## config.mk

```make
export PLATFORM = sky130hd
export DESIGN_NAME = cpu_oci_dct_packer_flat
export DESIGN_NICKNAME = d
export VERILOG_FILES = /design/src/rtl/cpu_oci_dct_packer_pkg.sv /design/src/rtl/cpu_oci_dct_packer_if.sv /design/src/rtl/cpu_oci_dct_outreg.sv /design/src/rtl/cpu_oci_dct_packer.sv /design/src/flat_wrapper.sv
export SDC_FILE = /design/constraint.sdc
export NUM_CORES = 1
export LEC_CHECK = 0
export BUFFER_PORTS_ARGS = -buffer_cell sky130_fd_sc_hd__buf_4
export CAP_MARGIN = 20
export CORE_MARGIN = 3
export CORE_UTILIZATION = 35
export DETAILED_ROUTE_END_ITERATION = 8
export GPL_ROUTABILITY_DRIVEN = 0
export GPL_TIMING_DRIVEN = 1
export PLACE_DENSITY = 0.51
export SLEW_MARGIN = 20
export SYNTH_ARGS = -nofsm -noshare
export SYNTH_HDL_FRONTEND = slang
export SYNTH_HIERARCHICAL = 1
export SYNTH_SLANG_ARGS = --single-unit
```

## constraint.sdc

```tcl
create_clock -name clk -period 3.1 [get_ports clk]
set_input_delay 0.775 -clock clk [delete_from_list [all_inputs] [get_ports clk]]
set_output_delay 0.775 -clock clk [all_outputs]
set_load 0.02 [all_outputs]
```

## src/rtl/cpu_oci_dct_packer_pkg.sv

```systemverilog
// Shared sizing and FSM state type for the OCI trace-atom packer.
// Contents:
//   ATOM_W - bits per trace atom
//   SLOTS  - atoms per frame
//   BUF_W  - frame width, ATOM_W*SLOTS
//   CNT_W  - width of slot counts (must hold SLOTS)
//   dct_state_e - packer FSM states
package cpu_oci_dct_pkg;

    localparam int unsigned ATOM_W = 2;
    localparam int unsigned SLOTS  = 15;
    localparam int unsigned BUF_W  = ATOM_W * SLOTS;
    localparam int unsigned CNT_W  = 4;

    typedef enum logic [1:0] {
        StAccum,
        StPend,
        StDrain,
        StDone
    } dct_state_e;

endpackage

```

## src/rtl/cpu_oci_dct_packer_if.sv

```systemverilog
// Closed-frame valid/ready channel from the packer to the OCI monitor.
// Signals:
//   frame_valid - frame held (master -> slave)
//   frame_ready - downstream accepts the frame (slave -> master)
//   frame_data  - closed frame, atoms packed LSB-first
//   frame_count - number of valid atoms in frame_data, 1..SLOTS
// Modports: master (packer side), slave (monitor side).
interface cpu_oci_dct_packer_if;
    import cpu_oci_dct_pkg::*;

    logic             frame_valid;
    logic             frame_ready;
    logic [BUF_W-1:0] frame_data;
    logic [CNT_W-1:0] frame_count;

    modport master (
        output frame_valid,
        output frame_data,
        output frame_count,
        input  frame_ready
    );

    modport slave (
        input  frame_valid,
        input  frame_data,
        input  frame_count,
        output frame_ready
    );

endinterface

```

## src/rtl/cpu_oci_dct_outreg.sv

```systemverilog
// One-deep valid/ready holding register for closed frames.
// Ports:
//   clk, reset_n  - clock, asynchronous active-low reset
//   load          - capture load_data/load_count (only when accept is high)
//   load_data     - frame to capture
//   load_count    - atom count of the frame to capture
//   ready         - downstream accepts the held frame
//   accept        - register is empty or transferring this cycle
//   valid         - frame held
//   data, count   - held frame and its atom count, stable while stalled
module cpu_oci_dct_outreg
    import cpu_oci_dct_pkg::*;
(
    input  logic             clk,
    input  logic             reset_n,
    input  logic             load,
    input  logic [BUF_W-1:0] load_data,
    input  logic [CNT_W-1:0] load_count,
    input  logic             ready,
    output logic             accept,
    output logic             valid,
    output logic [BUF_W-1:0] data,
    output logic [CNT_W-1:0] count
);

    logic             valid_q;
    logic [BUF_W-1:0] data_q;
    logic [CNT_W-1:0] count_q;

    assign accept = !valid_q || ready;
    assign valid  = valid_q;
    assign data   = data_q;
    assign count  = count_q;

    always_ff @(posedge clk or negedge reset_n) begin
        if (!reset_n) begin
            valid_q <= 1'b0;
            data_q  <= '0;
            count_q <= '0;
        end else if (load) begin
            valid_q <= 1'b1;
            data_q  <= load_data;
            count_q <= load_count;
        end else if (valid_q && ready) begin
            valid_q <= 1'b0;
        end
    end

endmodule

```

## src/rtl/cpu_oci_dct_packer.sv

```systemverilog
// Trace-atom packer in front of the OCI test-bench monitor. Packs ATOM_W-bit
// atoms LSB-first into a SLOTS-slot accumulator, hands closed frames to a
// one-deep output register, and turns test_ending into a sticky
// test_has_ended once all trace has drained.
// Ports:
//   clk, reset_n       - clock, asynchronous active-low reset
//   atom_valid, atom   - incoming trace atom, no backpressure
//   flush              - close the partial frame
//   test_ending        - end-of-test request, level or pulse (latched)
//   frame              - closed-frame valid/ready channel (master)
//   dct_buffer         - live accumulator contents
//   dct_count          - live accumulator slot count
//   overflow           - sticky, an atom was dropped
//   test_has_ended     - sticky, drain complete
//   drop_count         - saturating dropped-atom count, only with
//                        DCT_PACKER_DROP_CNT_EN defined
module cpu_oci_dct_packer
    import cpu_oci_dct_pkg::*;
(
    input  logic                 clk,
    input  logic                 reset_n,
    input  logic                 atom_valid,
    input  logic [ATOM_W-1:0]    atom,
    input  logic                 flush,
    input  logic                 test_ending,
    cpu_oci_dct_packer_if.master frame,
    output logic [BUF_W-1:0]     dct_buffer,
    output logic [CNT_W-1:0]     dct_count,
    output logic                 overflow,
    output logic                 test_has_ended
`ifdef DCT_PACKER_DROP_CNT_EN
    ,
    output logic [7:0]           drop_count
`endif
);

    localparam logic [CNT_W-1:0] FullCnt = CNT_W'(SLOTS);

    dct_state_e       st_q;
    logic [BUF_W-1:0] buf_q;
    logic [CNT_W-1:0] cnt_q;
    logic             te_q;
    logic             ovf_q;
    logic             done_q;

    logic             te_seen, te_first, take, close, drop;
    logic [BUF_W-1:0] nbuf;
    logic [CNT_W-1:0] ncnt;
    logic             load, accept, out_valid;
    logic [BUF_W-1:0] load_data, out_data;
    logic [CNT_W-1:0] load_count, out_count;

    always_comb begin
        te_seen    = te_q | test_ending;
        te_first   = test_ending & ~te_q;
        // Atoms arriving with or after test_ending are ignored, not dropped.
        take       = atom_valid & ~te_seen & (st_q == StAccum);
        drop       = atom_valid & ~te_seen & (st_q == StPend);
        nbuf       = buf_q;
        if (take) begin
            nbuf = buf_q | (BUF_W'(atom) << (cnt_q * ATOM_W));
        end
        ncnt       = cnt_q + CNT_W'(take);
        close      = 1'b0;
        load       = 1'b0;
        load_data  = buf_q;
        load_count = cnt_q;
        unique case (st_q)
            StAccum: begin
                // Same-cycle atom is packed first, then the frame closes.
                close = (take && ncnt == FullCnt) ||
                        ((flush || te_first) && ncnt != '0);
                load       = close & accept;
                load_data  = nbuf;
                load_count = ncnt;
            end
            StPend:  load = accept;
            StDrain: load = (cnt_q != '0) & accept;
            StDone:  load = 1'b0;
        endcase
    end

    cpu_oci_dct_outreg u_outreg (
        .clk        (clk),
        .reset_n    (reset_n),
        .load       (load),
        .load_data  (load_data),
        .load_count (load_count),
        .ready      (frame.frame_ready),
        .accept     (accept),
        .valid      (out_valid),
        .data       (out_data),
        .count      (out_count)
    );

    assign frame.frame_valid = out_valid;
    assign frame.frame_data  = out_data;
    assign frame.frame_count = out_count;

    always_ff @(posedge clk or negedge reset_n) begin
        if (!reset_n) begin
            st_q   <= StAccum;
            buf_q  <= '0;
            cnt_q  <= '0;
            te_q   <= 1'b0;
            ovf_q  <= 1'b0;
            done_q <= 1'b0;
        end else begin
            if (test_ending) te_q <= 1'b1;
            if (drop) ovf_q <= 1'b1;
            unique case (st_q)
                StAccum: begin
                    if (load) begin
                        buf_q <= '0;
                        cnt_q <= '0;
                        st_q  <= te_seen ? StDrain : StAccum;
                    end else begin
                        buf_q <= nbuf;
                        cnt_q <= ncnt;
                        if (close)        st_q <= StPend;
                        else if (te_seen) st_q <= StDrain;
                    end
                end
                StPend: begin
                    if (load) begin
                        buf_q <= '0;
                        cnt_q <= '0;
                        st_q  <= te_seen ? StDrain : StAccum;
                    end
                end
                StDrain: begin
                    if (load) begin
                        buf_q <= '0;
                        cnt_q <= '0;
                    end else if (cnt_q == '0 && !out_valid) begin
                        st_q   <= StDone;
                        done_q <= 1'b1;
                    end
                end
                StDone: done_q <= 1'b1;
            endcase
        end
    end

`ifdef DCT_PACKER_DROP_CNT_EN
    logic [7:0] drop_cnt_q;

    always_ff @(posedge clk or negedge reset_n) begin
        if (!reset_n) begin
            drop_cnt_q <= '0;
        end else if (drop && drop_cnt_q != 8'hff) begin
            drop_cnt_q <= drop_cnt_q + 8'd1;
        end
    end

    assign drop_count = drop_cnt_q;
`endif

    assign dct_buffer     = buf_q;
    assign dct_count      = cnt_q;
    assign overflow       = ovf_q;
    assign test_has_ended = done_q;

endmodule

```

## src/flat_wrapper.sv

```systemverilog
// flat-port wrapper written by rule: the top's interface ports become plain ports
module cpu_oci_dct_packer_flat import cpu_oci_dct_pkg::*;
  (clk, reset_n, atom_valid, atom, flush, test_ending, dct_buffer, dct_count, overflow, test_has_ended, frame_frame_valid, frame_frame_data, frame_frame_count, frame_frame_ready);
  cpu_oci_dct_packer_if frame_i ();
  input  logic clk;
  input  logic reset_n;
  input  logic atom_valid;
  input  logic [ATOM_W-1:0] atom;
  input  logic flush;
  input  logic test_ending;
  output logic [BUF_W-1:0] dct_buffer;
  output logic [CNT_W-1:0] dct_count;
  output logic overflow;
  output logic test_has_ended;
  output wire logic [$bits(frame_i.frame_valid)-1:0] frame_frame_valid;
  output wire logic [$bits(frame_i.frame_data)-1:0] frame_frame_data;
  output wire logic [$bits(frame_i.frame_count)-1:0] frame_frame_count;
  input wire logic [$bits(frame_i.frame_ready)-1:0] frame_frame_ready;
  assign frame_frame_valid = frame_i.frame_valid;
  assign frame_frame_data = frame_i.frame_data;
  assign frame_frame_count = frame_i.frame_count;
  assign frame_i.frame_ready = frame_frame_ready;
  cpu_oci_dct_packer u_core (.clk(clk), .reset_n(reset_n), .atom_valid(atom_valid), .atom(atom), .flush(flush), .test_ending(test_ending), .frame(frame_i), .dct_buffer(dct_buffer), .dct_count(dct_count), .overflow(overflow), .test_has_ended(test_has_ended));
endmodule
```

==> out/qor.txt <==
================================================================================
Number of enable-type register cells in the synthesized netlist                0
Yosys warns                                                                    6
Worst setup margin                                                      0.211 ns
Layout overhead on the synthesized area                                    24.2%
Number of hold violations in the final report                                  0
Largest net degree at the start of global routing                             75
Number of buffers added by the clock tree synthesis step                       9
Die H                                                                     111 um
Number of port buffers                                                        78
Crit path required time                                                  3.33 ns
Average size of a mapped cell                                           11.3 um2
Number of pins exceeding their max-slew limit in the final report              0
Clock insertion delay at the later pin of the skew report                0.34 ns
Most numerous cell on the critical path                             sky130_fd_sc_hd__ha_1
Count of boundary I/O pins                                                    79
Flip-flop cell with the highest count after synthesis               sky130_fd_sc_hd__dfrtp_1
Final worst-path cycle share                                               0.932
Register area share after synthesis                                        0.480
CTS HTree Levels                                                               3
Largest stage delay on the critical path                                 0.42 ns
Post-detailed-route DRC marker count                                           0
Number of detailed-route iterations in the first pass                          4
Max-cap violation count                                                        0
Worst Clk Skew                                                         0.0124 ns
Setup CP Type                                                            reg2reg
Slowest stage cell, crit path                                       sky130_fd_sc_hd__dfrtp_1
Final setup violation count                                                    0
Ordered list of cells on the worst path                             inv_1 > ha_1 > and4bb_2 > ha_1 > ha_1 > or2_2 > o21ai_0 > a21oi_1 > o211ai_2 > buf_6 > or2b_1 > o31ai_1
Wire length of the first global-routing pass                            16300 um
Clock Sinks                                                                   74
Placeable Area                                                         10500 um2
Adder-Cell Fraction of Synth Area                                         0.0194
Total buffers and inverters traversed by the critical path                     2
Placed inst area                                                        4540 um2
Initial antenna violation count                                                0
Yosys reg bits                                                                74
Critical Path Fanout Max                                                       6
Post-synthesis instance area                                            3860 um2
Antenna cells                                                                  0
CTS Buffer Depth                                                               2
Total number of vias                                                        2879
Utilization after layout                                                   0.456
Combinational family with the most area after synthesis             compound AO/OA/AOI/OAI gates
Root cell of the clock tree                                         sky130_fd_sc_hd__clkbuf_8
Full die area                                                          12300 um2
Transition time of the tightest slew-check pin                          0.943 ns
DR iter-0 viols                                                              166
Clock period minus worst slack                                           2.89 ns
Vias in the first global route                                              2989
Simple logic cell fraction of the synthesized area                         0.124
List of most frequent post-synthesis cells                          sky130_fd_sc_hd__dfrtp_1 (74), sky130_fd_sc_hd__nor2_1 (31), sky130_fd_sc_hd__mux2_4 (29)
Initial cell density of the core                                           0.367
Total length of routed wires                                             9820 um
Post-synthesis async set-or-reset flop share                                1.00
TritonCTS clock tree                                                         yes
Cells after Synth                                                            341
Row count                                                                     37
Largest delay share family, worst path                              simple AND/OR/NAND/NOR gates
Remaining global-route overflow                                                0
Post-placement setup slack                                            -0.0386 ns
Nets                                                                         439
Share of the synthesized area in the top cell type                         0.480
Critical path launch point type                                             flop
Area of all placed cells without fillers                                4800 um2
Hold buffer count at cts                                                       0
Wire length per cell                                                     17.4 um
Overall routing resource usage                                             0.164
Status                                                              finished clean
Multiplexer share of the synthesized area                                  0.136
Xor and xnor area share after synthesis                                  0.00908
Number of unique standard cell types used by synthesis                        47
Width of the die                                                          111 um
Data arrival time of the critical path                                   3.12 ns
Setup_tns                                                                   0 ns
Clock transition at path regs                                            0.08 ns
Per-cell via count in the routed design                                     5.10
Synth Net Count                                                              355
Power density cells                                                   381 nW/um2
Area leader, netlist                                                sky130_fd_sc_hd__dfrtp_1
Filler cells                                                                 988
Share of post-route cells with drive strength above 1                      0.371
Synthesized-area fraction occupied by ao, oa, aoi and oai cells            0.171
Leading post-synthesis cells by cell area                           sky130_fd_sc_hd__dfrtp_1 (48%), sky130_fd_sc_hd__mux2_4 (11%), sky130_fd_sc_hd__o21bai_1 (4.9%), sky130_fd_sc_hd__nor2_1 (3.0%), sky130_fd_sc_hd__buf_6 (2.6%)
Top-count cell post-synth                                           sky130_fd_sc_hd__dfrtp_1
Critical path capture point type                                            flop
Placed wire-length estimate after detailed placement                     6930 um
Leakage power of the design                                           0.00236 uW
Residual antenna-violating net count after detailed routing                    0
Maximum ir drop on the vdd rail                                         0.208 mV
Fmax                                                                   0.346 GHz
Type of the worst min-delay path                                         reg2reg
Max-slew headroom at the worst pin                                         0.372
================================================================================
[area by class of cell]
class	count	area, um2	area share
clock inverters	5	78.8	0.0164
well taps	136	170	0.0355
inverters	9	33.8	0.00704
flip-flops and latches	74	1850	0.386
multi-input cells	236	1770	0.369
clock buffers	10	138	0.0287
repair buffers	95	752	0.157
[layer usage]
layer / part of all wire / GRT usage / vias to the layer above / wire (um)
met2: 0.46 / 0.261 / 86 / 4550
met3: 0.048 / 0.0442 / 10 / 472
li1: - / - / 1383 / -
met5: 0 / 0 / - / 0
met1: 0.47 / 0.221 / 1400 / 4650
met4: 0.015 / 0.0446 / 0 / 150
[sequential cells by signal, indices dropped and copies added (netlist names)]
register / count
u_core/te_q: 1
u_core/overflow: 1
u_core/st_q: 2
u_core/u_outreg/count: 4
u_core/test_has_ended: 1
u_core/u_outreg/data: 30
u_core/u_outreg/valid: 1
u_core/dct_buffer: 30
u_core/dct_count: 4
[cells in the final DEF, fill, tap and decap left out, drive strengths merged, types with 2 or more instances in the layout]
cell type / n
mux2: 36
xor2: 2
nand4: 3
clkbuf: 10
buf: 95
bufinv: 2
o211ai: 2
dfrtp: 74
xnor2: 2
o21a: 2
and3: 2
ha: 6
o21ai: 19
a32o: 2
o22a: 2
clkinv: 3
inv: 9
a31oi: 16
nand2: 18
and2: 4
a21oi: 12
o21bai: 25
nor4b: 2
or2: 3
nor3: 2
nand3: 9
a21o: 4
nor2b: 4
o31ai: 9
nand2b: 9
nor2: 32
[report_power, final]
part	total (uW)	switching [uW]	internal, uW	leakage [uW]
combinational	32.2	24.7	7.48	0.00124
clock	832	362	470	0.000112
sequential	964	0.0000000000000197	964	0.00100
[worst paths after layout]
path	from	endpoint	slack, ns	cells past startpoint
setup / recovery	u_core/st_q[1]	u_core/dct_buffer[22]	0.21	12
hold / removal	u_core/test_has_ended	u_core/test_has_ended	0.47	1
setup reg to reg	u_core/st_q[1]	u_core/dct_buffer[22]	0.21	12
hold reg to reg	u_core/test_has_ended	u_core/test_has_ended	0.47	1
max in group asynchronous	reset_n	u_core/dct_count[3]	1.92	1
min in group asynchronous	reset_n	u_core/test_has_ended	0.57	1
[cell families after synthesis]
family          after synthesis
fa+ha+maj                     6
mux                          37
flops                        74
xor+xnor                      4
buf+inv                      31
simple gates                 91
compound gates               98
[repair_timing]
item / CTS / global route
buffers inserted: 0 / 3
endpoints found under the hold margin: 0 / 0
endpoints found under the setup margin: 0 / 6
resized for setup: 0 / 1
[metrics by stage]
step                hold WS [ns]  total power [uW]  instances
CTS                        0.477              1860        561
global placement           0.455              1020        546
floorplan                  0.479               988        341
global route               0.516              1900        565
finish                     0.473              1830        565
detailed placement         0.457              1020        546
Power figures use the tool's default switching activity.
